File: src/rtl/mem_access_initiator.sv
`default_nettype none
// ============================================================================
//  Module      : mem_access_initiator
//  Description : Load/store initiator for a word-only data memory. Sub-word
//                stores become read-modify-write sequences; loads are extended.
//  Revision    : 1.0 - initial release
// ============================================================================
module mem_access_initiator #(
    parameter int DATA_BIT_WIDTH = 32,
    parameter int DMEMWORDBITS   = 2
) (
    input  logic                      clk,
    input  logic                      reset,
    input  logic                      reqValid,
    output logic                      reqReady,
    input  logic                      reqWrite,
    input  logic [1:0]                reqSize,
    input  logic                      reqSigned,
    input  logic [DATA_BIT_WIDTH-1:0] reqAddr,
    input  logic [DATA_BIT_WIDTH-1:0] reqData,
    output logic                      rspValid,
    output logic [DATA_BIT_WIDTH-1:0] rspData,
    output logic                      rspError,
    output logic                      wrMEM,
    output logic [DATA_BIT_WIDTH-1:0] memAddr,
    output logic [DATA_BIT_WIDTH-1:0] memDataOut,
    input  logic [DATA_BIT_WIDTH-1:0] memDataIn
);

    localparam logic [1:0] c_IDLE  = 2'd0;
    localparam logic [1:0] c_READ  = 2'd1;
    localparam logic [1:0] c_WRITE = 2'd2;
    localparam logic [1:0] c_RESP  = 2'd3;

    localparam logic [1:0] c_SIZE_BYTE = 2'b00;
    localparam logic [1:0] c_SIZE_HALF = 2'b01;
    localparam logic [1:0] c_SIZE_WORD = 2'b10;
    localparam logic [1:0] c_SIZE_RSVD = 2'b11;

    logic [1:0]                r_state;
    logic                      r_write;
    logic [1:0]                r_size;
    logic                      r_signed;
    logic [DMEMWORDBITS-1:0]   r_lane;
    logic [15:0]               r_data;
    logic [DATA_BIT_WIDTH-1:0] r_rsp_data;
    logic                      r_rsp_error;
    logic [DATA_BIT_WIDTH-1:0] r_mem_addr;
    logic [DATA_BIT_WIDTH-1:0] r_mem_data;

    logic                      w_accept;
    logic                      w_req_error;
    logic [DATA_BIT_WIDTH-1:0] w_req_word_addr;
    logic [7:0]                w_byte;
    logic [15:0]               w_half;
    logic [DATA_BIT_WIDTH-1:0] w_load_data;
    logic [DATA_BIT_WIDTH-1:0] w_merged;

    // Ready is gated by reset so nothing is accepted while the unit is held.
    assign reqReady   = reset && (r_state == c_IDLE);
    assign w_accept   = reqValid && reqReady;
    assign wrMEM      = (r_state == c_WRITE);
    assign rspValid   = (r_state == c_RESP);
    assign rspData    = r_rsp_data;
    assign rspError   = r_rsp_error;
    assign memAddr    = r_mem_addr;
    assign memDataOut = r_mem_data;

    assign w_req_error = (reqSize == c_SIZE_RSVD)
                      || ((reqSize == c_SIZE_HALF) && reqAddr[0])
                      || ((reqSize == c_SIZE_WORD) && (reqAddr[1:0] != 2'b00));

    assign w_req_word_addr = {reqAddr[DATA_BIT_WIDTH-1:DMEMWORDBITS], {DMEMWORDBITS{1'b0}}};

    assign w_byte = memDataIn[{r_lane, 3'b000} +: 8];
    assign w_half = memDataIn[{r_lane[1], 4'b0000} +: 16];

    always_comb begin
        w_load_data = memDataIn;
        case (r_size)
            c_SIZE_BYTE: w_load_data = {{(DATA_BIT_WIDTH-8){r_signed & w_byte[7]}}, w_byte};
            c_SIZE_HALF: w_load_data = {{(DATA_BIT_WIDTH-16){r_signed & w_half[15]}}, w_half};
            default:     w_load_data = memDataIn;
        endcase
    end

    // Only byte and halfword stores reach the merge path.
    always_comb begin
        w_merged = memDataIn;
        if (r_size == c_SIZE_BYTE) begin
            w_merged[{r_lane, 3'b000} +: 8] = r_data[7:0];
        end else begin
            w_merged[{r_lane[1], 4'b0000} +: 16] = r_data[15:0];
        end
    end

    always_ff @(posedge clk or negedge reset) begin
        if (!reset) begin
            r_state     <= c_IDLE;
            r_write     <= 1'b0;
            r_size      <= 2'b00;
            r_signed    <= 1'b0;
            r_lane      <= '0;
            r_data      <= '0;
            r_rsp_data  <= '0;
            r_rsp_error <= 1'b0;
            r_mem_addr  <= '0;
            r_mem_data  <= '0;
        end else begin
            case (r_state)
                c_IDLE: begin
                    if (w_accept) begin
                        r_write  <= reqWrite;
                        r_size   <= reqSize;
                        r_signed <= reqSigned;
                        r_lane   <= reqAddr[DMEMWORDBITS-1:0];
                        r_data   <= reqData[15:0];
                        if (w_req_error) begin
                            r_rsp_error <= 1'b1;
                            r_rsp_data  <= '0;
                            r_state     <= c_RESP;
                        end else if (reqWrite && (reqSize == c_SIZE_WORD)) begin
                            r_mem_addr <= w_req_word_addr;
                            r_mem_data <= reqData;
                            r_state    <= c_WRITE;
                        end else begin
                            r_mem_addr <= w_req_word_addr;
                            r_state    <= c_READ;
                        end
                    end
                end
                c_READ: begin
                    if (r_write) begin
                        r_mem_data <= w_merged;
                        r_state    <= c_WRITE;
                    end else begin
                        r_rsp_data <= w_load_data;
                        r_state    <= c_RESP;
                    end
                end
                c_WRITE: begin
                    r_state <= c_RESP;
                end
                c_RESP: begin
                    r_rsp_data  <= '0;
                    r_rsp_error <= 1'b0;
                    r_state     <= c_IDLE;
                end
                default: begin
                    r_state <= c_IDLE;
                end
            endcase
        end
    end

endmodule
`default_nettype wire

File: config.mk
export PLATFORM = sky130hd
export DESIGN_NAME = mem_access_initiator
export DESIGN_NICKNAME = d
export VERILOG_FILES = /design/src/rtl/mem_access_initiator.sv
export SDC_FILE = /design/constraint.sdc
export NUM_CORES = 1
export LEC_CHECK = 0
export ABC_AREA = 1
export CAP_MARGIN = 20
export CORE_MARGIN = 3
export CORE_UTILIZATION = 45
export DETAILED_ROUTE_END_ITERATION = 10
export PLACE_DENSITY = 0.76
export SETUP_SLACK_MARGIN = 0.4
export SYNTH_ARGS = -nofsm -noshare
export SYNTH_HDL_FRONTEND = slang
export SYNTH_SLANG_ARGS = --single-unit
File: constraint.sdc
create_clock -name clk -period 2.4 [get_ports clk]
set_input_delay 0.48 -clock clk [delete_from_list [all_inputs] [get_ports clk]]
set_output_delay 0.48 -clock clk [all_outputs]
set_load 0.005 [all_outputs]
==> results.ini, run 1 <==
[place]
place_congestion = 0.956
dp.cells = 1422
place_area_um2 = 9180
hpwlAfterDp_mm = 16.2
port_buffers = 200

[die]
initial_core_util_pct = 47.1
dieArea_um2 = 17100
die_y_um = 131
io_pins = 203
dieWidth_um = 131
rows = 44
core-area_um2 = 14900

[yosys]
synth-xor-area-share_pct = 0
yosysSeqAreaShare_pct = 42.5
synth_compound_area_share_pct = 5.79
syn_avg_cell_area_um2 = 6.58
ys_ff_latch = 119
synth_area_leaders = dfrtp_1 43%, nand2_1 32%, nand3_1 6.2%, nor2_1 3.5%, a21oi_1 2.5%
yosys.area_share.simple_pct = 43.1
synth_top_area_share_pct = 42.5
synth-adder-area-share_pct = 1.61
yosys_warnings = 0
ys_types = 30
synthCells = 1065
synth_top_family_by_area = simple AND/OR/NAND/NOR gates
muxShareOfSynthArea_pct = 0
syn_area_um2 = 7000
synth_top_area_cell = dfrtp_1

[timing]
post-route-period-util_pct = 80.0
finalMaxSlewViolations = 0
finClkSkew_ns = 0.00631
rsz0062_at_grt = yes
hold_viol = 0
worst_pin_slew_ns = 0.865
tns_ns = 0
finalSetupViolCount = 0
min_period_ns = 1.92
relSlewSlack_pct = 42.4
fmax_mhz = 521

[clocking]
cts_buffer_depth = 2
cts_tree = done
clkTransAtPathRegs_ns = 0.06
cts.sinks = 119
clk_latency_ns = 0.41
cts_made_buffers = 17
cts_htree_levels = 4
clockRootBuffer = clkbuf_16

[pwr]
internal-power_uw = 8110
sw_frac_of_total_pct = 41.5
switching_power_uw = 5740
p_comb_share_pct = 53.4
power_frac_clock_pct = 20.1
p_per_area_nw_per_um2 = 1390
peakVddDrop_v = 0.000729
p_leak_uw = 0.00515
seq_power_share_pct = 26.5

[run_status]
status = complete, no violations

[drt]
wirelength_mm = 22.7
first_pass_iters = 5
drt_iter0_drc = 824
drt-wirelength-per-cell_um = 15.5
drcViolationCount = 0
final_antenna_net_count = 0
vias = 7508
via_per_inst = 5.14

[job]
maxCapViolations = 0

[setup_path]
rr_startpoint = r_lane[1]
reg2reg_to = memDataOut[26]
setup.worst_path.start_class = flip-flop
cp_max_fo = 3
cp.arrival_ns = 1.44
path_class = flip-flop to output port
rrSetupSlack_ns = 0.50
r2r_cells = 11
setup.worst_path.end_class = output port
critPathRequiredTime_ns = 1.92

[grt]
grt_max_degree = 71
antenna_found_initial = 1
grt_overflow_total = 0
grt_pass1_vias = 6975
grt_util_all_layers_pct = 26.9
grt_pass1_wl_mm = 36.1

[layout]
layout.cells.non_filler = 1460
diodes = 0
finalNetCount = 1376
final_area_um2 = 9930
fin_util_pct = 66.8
layout_commonest_cell = nand2_1
area_growth_pct = 41.8
drive_above_1_share_pct = 7.29
layout_common_cells = 588 x nand2_1, 196 x clkdlybuf4s50_1, 117 x dfrtp_1

[min_path]
hp-class = input port to async pin

==> kinds of logic after synthesis <==
| kind of cell | after synthesis |
|---|---|
| flip-flops | 119 |
| AND/OR/NAND/NOR | 757 |
| adder cells (fa/ha/maj) | 9 |
| AO/OA/AOI/OAI | 73 |
| buffers and inverters | 106 |
| other | 1 |
==> Yosys cell counts <==
library cell    n
nand2_1       589
dfrtp_1       119
nand3_1        87
nor2_1         66
inv_1          39
a21oi_1        35
buf_2          30
o21ai_0        25
clkbuf_1       14
ha_1            9
nand4_1         8
o211ai_1        8
buf_4           6
inv_2           5
buf_1           4
buf_6           4
clkinv_1        4
a21oi_2         1
a21oi_4         1
a22oi_1         1
a31oi_1         1
conb_1          1
nand2_2         1
nand2_4         1
nand3_2         1
nand3_4         1
nor2_2          1
nor2_4          1
nor3_2          1
o22ai_1         1
==> critical path, cell delays in order, from the launching register on <==
cell and delay, ns:
dfrtp_1 0.38, buf_4 0.15, ha_1 0.21, dlygate4sd2_1 0.28
==> how the worst max path moves through the flow <==
stage / from / end / slack, ns / cells after the start
global placement: reqSize[0] / memDataOut[21] / 0.29 / 9
finish: r_state[0] / rspValid / 0.48 / 3
floorplan: r_lane[1] / memDataOut[25] / 0.42 / 14
CTS: r_lane[1] / memDataOut[22] / 0.41 / 10
global route: r_lane[0] / memDataOut[9] / 0.40 / 11
detailed placement: reqSize[0] / memDataOut[3] / 0.23 / 9
==> per-stage QoR <==
stage,power (uW),worst slack [ns],hold WS (ns)
floorplan,7860,0.418,0.184
global placement,10700,0.293,0.456
detailed placement,10800,0.231,0.457
CTS,13800,0.414,0.234
global route,15000,0.399,0.255
finish,13900,0.480,0.210
==> layer usage <==
metal	vias up	part of all wire (%)	track usage, %
li1	3713	-	-
met1	3434	43	35.6
met2	324	46	42.7
met3	35	8.7	8.33
met4	2	2.0	7.56
met5	-	0.049	0
==> flip-flops by register name, indices dropped and copies added (netlist names) <==
register,flops
rspError,1
r_signed,1
r_data,16
r_state,2
rspData,32
r_size,2
memAddr,30
memDataOut,32
r_write,1
r_lane,2
==> layout make-up <==
class                           instances  area, um^2
Fill cell                            1323        4930
Multi-Input combinational cell        841        3580
Sequential cell                       119        2980
Timing Repair Buffer                  237        2310
Clock buffer                           24         512
Tap cell                              184         230
Inverter                               48         190
Clock inverter                          7         139
==> repair_timing <==
action                                  4_1_cts  5_1_grt
buffers inserted                              2        5
endpoints found under the setup margin       35       54
hold buffers                                  0        0
gates resized for setup                      11       12
==> power by group through the flow <==
| stage | clock network (uW) | registers, uW | logic (uW) |
|---|---|---|---|
| global placement | 0 | 3660 | 7060 |
| detailed placement | 0 | 3650 | 7180 |
| global route | 2920 | 3790 | 8320 |
| finish | 2780 | 3670 | 7400 |
| CTS | 2820 | 3660 | 7290 |
| floorplan | 0 | 3600 | 4260 |
Power figures use the tool's default switching activity.
==> inputs of run 2 (changes only) <==
clock period = 1.8 ns   (was 2.4 ns; I/O delays follow)
==> run 2 against run 1 <==
  * Critical endpoint is now memDataOut[29]
  * Largest power group unchanged
  * Non-clock buffer count is 57 higher
  * Highest routed layer is now met4
  * The run now ends with negative setup slack left
  * Critical path type is now flip-flop to flip-flop
  * Sequential share of layout area is 3.6 points lower
  * Die area stayed put
  * First-iteration DRC count is 14% higher
  * Combinational power is 69% higher
==> results.ini, run 2 (synthesized netlist as in run 1, its figures left out) <==
[timing]
tns_ns = -0.487  ; -0.487 ns
layout_setup_ws_ns = -0.0432  ; -0.523 ns
finalMaxSlewViolations = 0  ; unchanged
min_period_ns = 1.84
fmax_mhz = 543
relSlewSlack_pct = 52.9  ; +11 points
finalSetupViolCount = 30  ; +30
rsz0062_at_grt = yes
finClkSkew_ns = 0.0103  ; +0.00402 ns
post-route-period-util_pct = 102
worst_pin_slew_ns = 0.707  ; -0.158 ns
hold_viol = 0  ; unchanged

[pwr]
p_leak_uw = 0.00604  ; +17%
peakVddDrop_v = 0.00107  ; +47%
total_power_uw = 21000  ; +52%
p_per_area_nw_per_um2 = 1860  ; +33%

[die]
dieWidth_um = 131  ; unchanged
core-area_um2 = 14900  ; unchanged
die_y_um = 131  ; unchanged
initial_core_util_pct = 47.1  ; unchanged
rows = 44  ; unchanged
dieArea_um2 = 17100  ; unchanged
io_pins = 203  ; unchanged

[grt]
grt_max_degree = 120  ; +69%
grt_util_all_layers_pct = 29.0  ; +2.1 points
grt_pass1_vias = 7281  ; +4.4%
antenna_found_initial = 0  ; -1
grt_pass1_wl_mm = 38.3  ; +6.1%
grt_overflow_total = 0  ; unchanged

[layout]
drive_above_1_share_pct = 24.7  ; +17 points
final_area_um2 = 11300  ; +14%
diodes = 0  ; unchanged
layout_commonest_cell = nand2_1
layout_common_cells = 492 x nand2_1, 117 x dfrtp_1, 101 x clkdlybuf4s50_1
area_growth_pct = 61.4
finalNetCount = 1433  ; +4.1%

[clocking]
cts_made_buffers = 17  ; unchanged
clkTransAtPathRegs_ns = 0.05  ; about the same
hold_buffers = 0  ; unchanged
clk_latency_ns = 0.43  ; +0.02 ns
cts.sinks = 119  ; unchanged
cts_htree_levels = 4  ; unchanged
clockRootBuffer = clkbuf_16
cts_tree = done
cts_buffer_depth = 2  ; unchanged

[setup_path]
cp_slowest_stage_delay_ns = 0.40  ; +0.02 ns
cp_slowest_cell = dfrtp_1
setup.worst_path.start_class = flip-flop
critPathRequiredTime_ns = 2.16  ; +0.24 ns
worstPathCellList = buf_6 -> ha_4 -> inv_4 -> nor2_2 -> a21oi_2 -> nand2_2 -> a21oi_4 -> buf_12 -> buf_16 -> nand2_2 -> nand2_1
cp_max_fo = 8  ; +5
setup.worst_path.end_class = flip-flop
path_class = flip-flop to flip-flop
crit_top_cell = nand2_2
cp.arrival_ns = 2.20  ; +0.76 ns

[drt]
first_pass_iters = 8  ; +3
drt-wirelength-per-cell_um = 17.7  ; +14%
via_per_inst = 5.37  ; +4.4%
drcViolationCount = 0  ; unchanged
vias = 8148  ; +8.5%
wirelength_mm = 26.9  ; +18%
final_antenna_net_count = 0  ; unchanged
drt_iter0_drc = 939  ; +14%

[min_path]
hp-class = input port to async pin

[run_status]
status = finished with violations
violations = negative setup slack

[place]
place_congestion = 0.909  ; -4.9%
port_buffers = 200  ; unchanged
place_area_um2 = 9450  ; +2.9%
post-place-ws_ns = -0.261  ; -0.492 ns
hpwlAfterDp_mm = 16.6  ; +2.4%

[job]
maxCapViolations = 0  ; unchanged

run 2: cell types whose count changed in the layout (fill, tap and decap cells not counted), moves of 12 or more:
cell,before,now
nand2_1,588,492
clkdlybuf4s50_1,196,101
nand2_2,2,65
clkdlybuf4s15_1,0,45
nand2_4,1,32
nor2_1,65,38
buf_4,33,56
buf_2,0,21
o21ai_0,23,2
nor2_2,1,17
dlymetal6s2s_1,0,15
buf_6,1,14
o21ai_1,1,14
buf_12,2,14
run 2: final timing paths:
path	startpoint	to	slack, ns	cells past startpoint
min in group clk	rspData[26]	rspData[26]	0.47	2
min	reset	rspData[18]	0.08	2
max reg2reg	r_state[0]	memDataOut[29]	-0.04	11
min reg2reg	rspData[26]	rspData[26]	0.47	2
max	r_state[0]	memDataOut[29]	-0.04	11
max in group asynchronous	reset	r_lane[1]	1.12	2
run 2: metal layers:
layer | vias to the layer above | track usage [%] | share of wire, % | wire [um]
met5 | - | 0 | 0 | 0
met3 | 68 | 8.86 | 9.1 | 2460
li1 | 3842 | - | - | -
met1 | 3793 | 37.4 | 39 | 10400
met2 | 445 | 46.1 | 49 | 13100
met4 | 0 | 10.8 | 3.3 | 884
run 2: repair_timing:
item / CTS / global route
pin swaps: 8 / 25
buffers inserted: 30 / 8
resized for setup: 237 / 240
cloned: 3 / 11
endpoints found under the hold margin: 0 / 0
endpoints found under the setup margin: 198 / 183
run 2: stage by stage:
stage	instances	hold slack [ns]	utilization, %
global placement	1434	0.454	63.6
finish	1518	0.0767	76.0
global route	1518	0.174	76.0
floorplan	1066	0.0644	-
detailed placement	1434	0.459	63.6
CTS	1499	0.139	69.5
run 2: power breakdown:
part | internal, uW | total [uW] | leakage, uW | switching (uW)
Clock | 2280 | 3520 | 0.000290 | 1250
Sequential | 3990 | 4960 | 0.00152 | 973
Combinational | 5550 | 12500 | 0.00423 | 6970
run 2: worst max-delay path: cells and delay by family, from the launching register on:
| family | cells | cell delay [ns] |
|---|---|---|
| AO/OA/AOI/OAI | 2 | 0.43 |
| adder cells (fa/ha/maj) | 1 | 0.17 |
| buffers and inverters | 4 | 0.52 |
| flip-flops | 1 | 0.40 |
| AND/OR/NAND/NOR | 4 | 0.24 |
run 2: final cells by class:
cell class                      count  area [um^2]
Timing Repair Buffer              294         3030
Multi-Input combinational cell    841         4240
Sequential cell                   119         2980
Fill cell                        1052         3560
Inverter                           48          223
Clock inverter                      8          120
Clock buffer                       24          482
Tap cell                          184          230
==> inputs of run 3 (changes only) <==
CAP_MARGIN = 40   (was 20)
CTS_BUF_LIST = sky130_fd_sc_hd__clkbuf_4 sky130_fd_sc_hd__clkbuf_8   (was unset)
==> run 3 against run 2 <==
  * The flow still finishes with violations (negative setup slack)
  * Non-clock buffer count up 19
  * Core utilization down 1.8 points
  * Design area down 2.3%
  * Combinational power about the same
  * Via count about the same
  * Cell count up 1.3%
  * Hold slack worse by 0.016 ns
  * Fmax down 0.73%
  * Sequential power down 2%
  * Critical path depth up 1
  * Clock power down 24%
  * Worst setup slack worse by 0.014 ns
  * Critical endpoint is now memDataOut[9]
  * Largest cell class unchanged
  * Largest power group unchanged
==> results.ini, run 3 (synthesized netlist as in run 1, its figures left out) <==
[die]
initial_core_util_pct = 47.1  ; unchanged
io_pins = 203  ; unchanged
die_y_um = 131  ; unchanged
rows = 44  ; unchanged
core-area_um2 = 14900  ; unchanged
dieWidth_um = 131  ; unchanged
dieArea_um2 = 17100  ; unchanged

[drt]
drt-wirelength-per-cell_um = 17.5  ; -1.3%
wirelength_mm = 26.9  ; about the same
first_pass_iters = 5  ; -3
via_per_inst = 5.30  ; -1.2%
vias = 8154  ; +0.074%
final_antenna_net_count = 0  ; unchanged
drcViolationCount = 0  ; unchanged
drt_iter0_drc = 814  ; -13%

[timing]
post-route-period-util_pct = 103  ; +0.76 points
hold_viol = 0  ; unchanged
tns_ns = -0.619  ; -0.132 ns
rsz0062_at_grt = yes
finClkSkew_ns = 0.0105  ; +0.000185 ns
finalMaxSlewViolations = 0  ; unchanged
worst_pin_slew_ns = 0.686  ; -0.0211 ns
layout_setup_ws_ns = -0.0568  ; -0.0136 ns
fmax_mhz = 539  ; -0.73%
min_period_ns = 1.86  ; +0.0136 ns
whs_ns = 0.0610  ; -0.0157 ns
relSlewSlack_pct = 54.3  ; +1.4 points
finalSetupViolCount = 21  ; -30%

[pwr]
total_power_uw = 20000  ; -4.9%
p_per_area_nw_per_um2 = 1810  ; -2.6%
p_leak_uw = 0.00588  ; -2.8%
peakVddDrop_v = 0.000861  ; -20%

[setup_path]
rr_startpoint = r_state[1]
critPathRequiredTime_ns = 2.20  ; +0.04 ns
cp_slowest_cell = dfrtp_1
path_buf_inv = 5  ; +1
setup.worst_path.start_class = flip-flop
setup.worst_path.end_class = flip-flop
path_class = flip-flop to flip-flop
cp.arrival_ns = 2.26  ; +0.06 ns
crit_top_cell = nand2_2
worstPathCellList = inv_2 -> buf_6 -> ha_4 -> inv_4 -> nor2_2 -> a21oi_2 -> nand2_2 -> a21oi_4 -> buf_12 -> buf_16 -> nand2_2 -> nand2_1
cp_max_fo = 8  ; unchanged
crit_start = r_state[1]
path_delay_family = buffers and inverters
cp_slowest_stage_delay_ns = 0.40  ; about the same

[place]
port_buffers = 200  ; unchanged
hpwlAfterDp_mm = 16.6  ; unchanged
place_congestion = 0.909  ; unchanged

[clocking]
cts.sinks = 119  ; unchanged
clockRootBuffer = clkbuf_8
cts_htree_levels = 4  ; unchanged
cts_buffer_depth = 2  ; unchanged
clkTransAtPathRegs_ns = 0.07  ; +0.02 ns
cts_tree = done
cts_made_buffers = 17  ; unchanged
clk_latency_ns = 0.46  ; +0.03 ns
hold_buffers = 0  ; unchanged

[layout]
layout_common_cells = 524 x nand2_1, 117 x dfrtp_1, 101 x clkdlybuf4s50_1
drive_above_1_share_pct = 30.4  ; +5.6 points
layout_commonest_cell = nand2_1
diodes = 0  ; unchanged
fin_util_pct = 74.3  ; -1.8 points
finalNetCount = 1453  ; +1.4%
area_growth_pct = 57.7
fillers = 1125  ; +6.9%

[run_status]
violations = negative setup slack
status = finished with violations

[grt]
grt_pass1_wl_mm = 37.4  ; -2.3%
grt_overflow_total = 0  ; unchanged
grt_max_degree = 120  ; unchanged
antenna_found_initial = 0  ; unchanged
grt_util_all_layers_pct = 28.2  ; -0.81 points
grt_pass1_vias = 7106  ; -2.4%

[min_path]
hp-class = input port to async pin

[job]
maxCapViolations = 0  ; unchanged

-- run 3: cell count changes in the layout (fill, tap and decap cells not counted), sizes merged, moves of 2 or more --
cell and delta:
buf +94, clkdlybuf4s15 -47, dlymetal6s2s -15, clkbuf -12, inv -2
-- run 3: per-layer routing --
| metal | vias up | wire length (um) | part of all wire [%] | track usage (%) |
|---|---|---|---|---|
| met3 | 83 | 2500 | 9.3 | 8.86 |
| met2 | 422 | 13000 | 48 | 45.3 |
| met1 | 3777 | 10400 | 39 | 36.2 |
| met5 | - | 0 | 0 | 0 |
| li1 | 3872 | - | - | - |
| met4 | 0 | 976 | 3.6 | 9.50 |
-- run 3: area by class of cell --
type / instances / area [um^2] / share of cell area (%)
multi-input combinational: 842 / 4300 / 38.9
sequential: 119 / 2980 / 27.0
timing repair buffer: 313 / 2870 / 26.0
clock buffer: 24 / 305 / 2.76
inverter: 48 / 239 / 2.16
tap: 184 / 230 / 2.08
clock inverter: 8 / 120 / 1.09
-- run 3: power breakdown --
| part | internal (uW) | total, uW | switching (uW) |
|---|---|---|---|
| clock | 1530 | 2680 | 1150 |
| sequential | 3980 | 4860 | 883 |
| combinational | 5360 | 12400 | 7070 |
| total | 10900 | 20000 | 9100 |
-- run 3: stage by stage --
step	worst slack, ns	std cells	instance area [um^2]
after CTS	0.0661	1507	9790
after global routing	-0.127	1538	11000
final	-0.0568	1538	11000
after global placement	-0.159	1434	9450
after floorplan	0.115	1066	7170
after detailed placement	-0.261	1434	9450
-- run 3: what timing repair did --
action | in CTS | in global routing
resized for setup | 406 | 232
buffers inserted | 39 | 18
setup endpoints to repair | 200 | 123
pin swaps | 5 | 64
gates cloned | 2 | 13
-- run 3: path summary, 6_finish.rpt --
kind	to	slack, ns	cells after the start
worst max register to register	memDataOut[9]	-0.06	12
worst min-delay path	rspData[18]	0.06	2
worst max-delay path	memDataOut[9]	-0.06	12
min in group clk	r_state[1]	0.45	5
worst min register to register	rspData[13]	0.47	2
max in group asynchronous	memDataOut[20]	1.18	2
